`src/rtl/reg_dump_uart.sv`:
```
// ---------------------------------------------------------------------------
// reg_dump_uart
//
// Debug read-out engine for the MIPS register file. When start is seen in
// IDLE it walks register indices FIRST_REG..LAST_REG through the register
// file's read port. For each index it snapshots the 32-bit value and sends a
// 5-byte record over a UART 8N1 line: the index byte {3'b000, idx}, then the
// value MSB byte first. It only reads the register file and never writes it.
//
// Parameters:
//   CLKS_PER_BIT  clock cycles per UART bit (2 or more)
//   FIRST_REG     first register index dumped (0..31)
//   LAST_REG      last register index dumped (FIRST_REG..31)
//
// Ports:
//   clk      in   clock, rising edge
//   reset    in   synchronous, active-high reset
//   start    in   dump request, only looked at in IDLE
//   rd_addr  out  [4:0]  register-file read address
//   rd_data  in   [31:0] register-file read data (combinational from rd_addr)
//   tx       out  UART serial output, idle high
//   busy     out  high while a dump is in progress
//   done     out  one-cycle pulse in the cycle after the final stop bit
// ---------------------------------------------------------------------------
module reg_dump_uart #(
  parameter int CLKS_PER_BIT = 434,
  parameter int FIRST_REG    = 0,
  parameter int LAST_REG     = 31
) (
  input  logic        clk,
  input  logic        reset,
  input  logic        start,
  output logic [4:0]  rd_addr,
  input  logic [31:0] rd_data,
  output logic        tx,
  output logic        busy,
  output logic        done
);

  localparam int                BAUD_W    = $clog2(CLKS_PER_BIT);
  localparam logic [BAUD_W-1:0] BAUD_LAST = BAUD_W'(CLKS_PER_BIT - 1);
  localparam logic [4:0]        FIRST_IDX = 5'(FIRST_REG);
  localparam logic [4:0]        LAST_IDX  = 5'(LAST_REG);
  localparam logic [3:0]        STOP_BIT  = 4'd9;  // bit slots: 0 start, 1..8 data, 9 stop
  localparam logic [2:0]        LAST_BYTE = 3'd4;  // bytes 0..4 of a record

  // Loading the buffer happens on the ADDR->SEND edge, so there is no
  // separate LOAD state to occupy a cycle.
  typedef enum logic [1:0] {
    IDLE,
    ADDR,
    SEND
  } stateType;

  stateType          state,    stateNext;
  logic [BAUD_W-1:0] baudCnt,  baudCntNext;
  logic [3:0]        bitCnt,   bitCntNext;
  logic [2:0]        byteCnt,  byteCntNext;
  logic [39:0]       shiftBuf, shiftBufNext;  // current byte always in [39:32]
  logic [4:0]        addr,     addrNext;
  logic              txReg,    txNext;
  logic              doneReg,  doneNext;

  logic              bitEnd;
  logic [7:0]        nextByte;
  logic [2:0]        dataIdx;

  assign bitEnd = (baudCnt == BAUD_LAST);

  always_comb begin
    // NOTE: every variable gets a default first so no path leaves one
    // unassigned; otherwise synthesis infers a latch to hold the old value.
    stateNext    = state;
    baudCntNext  = baudCnt;
    bitCntNext   = bitCnt;
    byteCntNext  = byteCnt;
    shiftBufNext = shiftBuf;
    addrNext     = addr;
    doneNext     = 1'b0;

    case (state)
      IDLE: begin
        if (start) begin
          stateNext = ADDR;
          addrNext  = FIRST_IDX;
        end
      end

      ADDR: begin
        // rd_data has had the whole ADDR cycle to settle; snapshot it so
        // later changes on the read port cannot disturb the record.
        stateNext    = SEND;
        shiftBufNext = {3'b000, addr, rd_data};
        baudCntNext  = '0;
        bitCntNext   = '0;
        byteCntNext  = '0;
      end

      SEND: begin
        if (!bitEnd) begin
          baudCntNext = baudCnt + 1'b1;
        end else begin
          baudCntNext = '0;
          if (bitCnt != STOP_BIT) begin
            bitCntNext = bitCnt + 4'd1;
          end else begin
            bitCntNext = '0;
            if (byteCnt != LAST_BYTE) begin
              // Next byte follows the stop bit with no idle gap.
              byteCntNext  = byteCnt + 3'd1;
              shiftBufNext = {shiftBuf[31:0], 8'h00};
            end else begin
              byteCntNext = '0;
              if (addr < LAST_IDX) begin
                addrNext  = addr + 5'd1;
                stateNext = ADDR;
              end else begin
                stateNext = IDLE;
                doneNext  = 1'b1;
              end
            end
          end
        end
      end

      default: begin
        stateNext = IDLE;
      end
    endcase
  end

  // The serial line is registered: its next value is derived from the next
  // counter/buffer values so the output is glitch-free and lines up exactly
  // with the state it belongs to.
  assign nextByte = shiftBufNext[39:32];
  assign dataIdx  = 3'(bitCntNext - 4'd1);

  always_comb begin
    txNext = 1'b1;
    if (stateNext == SEND) begin
      if (bitCntNext == 4'd0) begin
        txNext = 1'b0;
      end else if (bitCntNext == STOP_BIT) begin
        txNext = 1'b1;
      end else begin
        txNext = nextByte[dataIdx];
      end
    end
  end

  always_ff @(posedge clk) begin
    // NOTE: state is updated with non-blocking assignments so every register
    // samples the pre-edge values, independent of statement order.
    if (reset) begin
      state    <= IDLE;
      baudCnt  <= '0;
      bitCnt   <= '0;
      byteCnt  <= '0;
      shiftBuf <= '0;
      addr     <= FIRST_IDX;
      txReg    <= 1'b1;
      doneReg  <= 1'b0;
    end else begin
      state    <= stateNext;
      baudCnt  <= baudCntNext;
      bitCnt   <= bitCntNext;
      byteCnt  <= byteCntNext;
      shiftBuf <= shiftBufNext;
      addr     <= addrNext;
      txReg    <= txNext;
      doneReg  <= doneNext;
    end
  end

  assign rd_addr = addr;
  assign tx      = txReg;
  assign busy    = (state != IDLE);
  assign done    = doneReg;

endmodule
```
`config.mk`:
```
export PLATFORM = sky130hd
export DESIGN_NAME = reg_dump_uart
export DESIGN_NICKNAME = d
export VERILOG_FILES = /design/src/rtl/reg_dump_uart.sv
export SDC_FILE = /design/constraint.sdc
export NUM_CORES = 1
export LEC_CHECK = 0
export ABC_AREA = 1
export BUFFER_PORTS_ARGS = -buffer_cell sky130_fd_sc_hd__clkbuf_2
export CORE_MARGIN = 2
export CORE_UTILIZATION = 39
export DETAILED_ROUTE_END_ITERATION = 12
export PLACE_DENSITY = 0.68
export SYNTH_ARGS = -nofsm -noshare
export SYNTH_HDL_FRONTEND = slang
export SYNTH_SLANG_ARGS = --single-unit
```
`constraint.sdc`:
```
create_clock -name clk -period 2.1 [get_ports clk]
set_input_delay 0.21 -clock clk [delete_from_list [all_inputs] [get_ports clk]]
set_output_delay 0.21 -clock clk [all_outputs]
set_load 0.005 [all_outputs]
```
==> impl_metrics.py <==
metrics = {
    "die": {
        "dieArea_um2": 9540,
        "die_h_um": 97.7,
        "coreArea_um2": 8590,
        "die_x_um": 97.7,
        "rows": 34,
        "start_util_pct": 39.8,
        "io_pins": 43,
    },
    "synth": {
        "syn_area_um2": 3420,
        "synth_top_family_by_area": "simple AND/OR/NAND/NOR gates",
        "synth_warnings": 0,
        "synthXorXnorAreaFrac_pct": 0.768,
        "avgSynthCellArea_um2": 7.28,
        "synth-seq-cells": 65,
        "synth_mux_area_share_pct": 0,
        "yosys.area_share.simple_pct": 27.5,
        "synth_fa_ha_area_share_pct": 4.02,
        "synthCells": 470,
        "yosysSeqAreaShare_pct": 38.0,
        "synthArstFlopShare_pct": 0,
        "synthDominantCellAreaShare_pct": 38.0,
        "synth_edf_count": 0,
        "yosys-top-cells-area": "dfxtp_1 38%, nand2_1 13%, a32o_1 7.3%, a21oi_1 6.7%, inv_1 5.7%",
        "ys_dominant_reg_cell": "dfxtp_1",
        "yosys.area.top_type": "dfxtp_1",
        "synth-compound-area-share_pct": 19.4,
        "synth_cell_types": 39,
        "syn_nets": 516,
    },
    "sta": {
        "worst_pin_slew_ns": 0.419,
        "rsz0062_at_grt": "yes",
        "setup_violations": 0,
        "slew_violations": 0,
        "fin_skew_ns": 0.0113,
        "fin_crit_sh_pct": 96.2,
        "hold_viol": 0,
        "fin_setup_tns_ns": 0,
        "maxSlewHeadroom_pct": 72.0,
        "setup_slack_ns": 0.0806,
        "fmax_ghz": 0.495,
        "fin_crit_ns": 2.02,
    },
    "clock_network": {
        "clockBufferDepth": 2,
        "cts.sinks": 65,
        "cts-root-buf": "clkbuf_8",
        "clkLatencyLatePin_ns": 0.34,
        "ctsHoldBuffers": 0,
        "cts_tree": "done",
        "clk_pin_slew_ns": 0.08,
        "cts_made_buffers": 9,
        "htreeDepth": 3,
    },
    "setup_path": {
        "rr_endpoint": "tx",
        "worstPathRequired_ns": 2.33,
        "critPathCapture": "tx",
        "worstPathArrival_ns": 2.25,
        "reg2reg_slack_ns": 0.08,
        "endpoint_kind": "flop",
        "reg2reg_depth": 16,
        "r2r_start": "state[1]",
        "worstPathMaxFanout": 6,
        "worstSetupPathType": "reg2reg",
        "crit_start": "state[1]",
        "cp-start-kind": "flop",
    },
    "global_route": {
        "grt_max_degree": 39,
        "top_usage_layer": "met2",
        "grt_pass1_wl_um": 13500,
        "grt-ovfl-total": 0,
        "grt_pass1_vias": 3064,
        "met1_usage_pct": 21.8,
        "antenna_found_initial": 0,
        "grtUsageTotal_pct": 17.2,
        "met2_usage_pct": 27.5,
        "use_met3_pct": 5.68,
    },
    "route": {
        "vias_per_cell": 5.08,
        "drt_first_pass_iters": 5,
        "wl_per_cell_um": 13.1,
        "drtAntennaViolNets": 0,
        "drc_errors": 0,
        "drt_iter0_markers": 126,
        "num_vias": 3224,
        "routed_wl_um": 8310,
    },
    "pwr": {
        "powerDensity_nw_per_um2": 787,
        "irDropWorstVdd_uv": 445,
        "leakagePower_uw": 0.00173,
        "switching_share_pct": 28.7,
        "combPwrFrac_pct": 20.0,
        "p_int_uw": 2340,
        "power.share.clock_pct": 39.3,
        "switchingPower_uw": 940,
        "seqPwrFrac_pct": 40.7,
    },
    "job": {
        "cap_violations": 0,
    },
    "placement": {
        "dp_cells": 614,
        "dp_hpwl_um": 5630,
        "gp_congestion": 0.879,
        "port_buffers": 42,
        "pre_cts_slack_ns": -0.0242,
    },
    "worst_hold_path": {
        "min-delay-start": "rd_data[4]",
        "hold_depth": 3,
        "hold_class": "in2reg",
    },
    "final_layout": {
        "finish.utilization_pct": 48.5,
        "final_nets": 568,
        "nFillCells": 868,
        "drive_gt1_share_pct": 23.5,
        "final_cell_mix": "113 x nand2_1, 63 x dfxtp_1, 48 x inv_1",
        "area_growth_pct": 21.8,
        "layout_commonest_cell": "nand2_1",
        "stdcell_count": 635,
        "diodes": 0,
    },
    "run_status": {
        "status": "completed",
    },
}
-- flip-flops by register name (all words and copies together), names as in the netlist --
signal    count
done          1
rd_addr       5
byteCnt       3
tx            1
state         2
bitCnt        4
shiftBuf     40
baudCnt       9
-- critical path: stages, from the launching register on --
cell     delay [ns]
dfxtp_1        0.33
inv_1          0.08
ha_4           0.30
nand2_1        0.09
nor2_2         0.15
nand2_1        0.11
nand2_4        0.14
inv_6          0.06
ha_4           0.16
inv_1          0.05
nand2_1        0.05
nand2_1        0.09
inv_1          0.05
nand2_1        0.06
nand3_1        0.07
nand2_1        0.07
nand2_1        0.04
-- through the flow --
stage	total power (µW)	instance area, µm²	hold slack, ns
floorplan	1750	3420	0.351
CTS	3240	4020	0.0928
global placement	1930	3760	0.438
detailed placement	1940	3760	0.453
global route	3440	4170	0.102
finish	3280	4170	0.0930
-- area by class of cell --
class / count / area, µm² / share of cell area (%)
Sequential cell: 65 / 1300 / 31.3
Clock inverter: 7 / 119 / 2.85
Inverter: 62 / 243 / 5.83
Multi-Input combinational cell: 324 / 1880 / 45.0
Timing Repair Buffer: 60 / 365 / 8.77
Clock buffer: 9 / 124 / 2.97
Tap cell: 108 / 135 / 3.24
-- per-layer routing --
layer	routed length [µm]	up-vias
met5	0	-
met4	118	0
met3	466	10
met2	4020	68
met1	3710	1481
li1	-	1665
-- cells in the mapped netlist, types with 3 or more instances --
cell	n
a21oi_1	46
nor2_2	5
o22ai_1	5
nand3b_1	3
a211oi_1	4
o21ai_0	12
nand2_1	116
a32o_1	25
o21ai_1	3
nor2_4	3
inv_1	52
buf_2	7
nor2_1	36
nand3_1	21
clkbuf_1	9
dfxtp_1	65
nor3_1	10
buf_6	3
ha_1	11
inv_2	9
-- kinds of logic (layout without fill, tap and decap cells) --
family          count (synthesis)  in the layout
fa+ha+maj                      11             11
buf+inv                        83            138
xor+xnor                        3              3
simple gates                  208            210
flops                          65             65
compound gates                100            100
-- power groups by stage --
stage	Clock [µW]	Combinational, µW	Sequential, µW
CTS	1310	599	1330
finish	1290	655	1340
floorplan	0	396	1350
detailed placement	0	579	1360
global placement	0	571	1350
global route	1370	730	1340
-- how the worst min path moves through the flow --
stage,endpoint,slack [ns]
floorplan,shiftBuf[0],0.35
global placement,shiftBuf[0],0.44
detailed placement,shiftBuf[1],0.45
CTS,shiftBuf[4],0.09
global route,shiftBuf[6],0.10
finish,shiftBuf[4],0.09
-- timing repair --
item / in CTS / in global routing
setup buffers: 0 / 3
endpoints found under the setup margin: 1 / 38
pin swaps: 0 / 10
gates cloned: 0 / 2
resized for setup: 2 / 25
(Power assumes the default switching activity.)
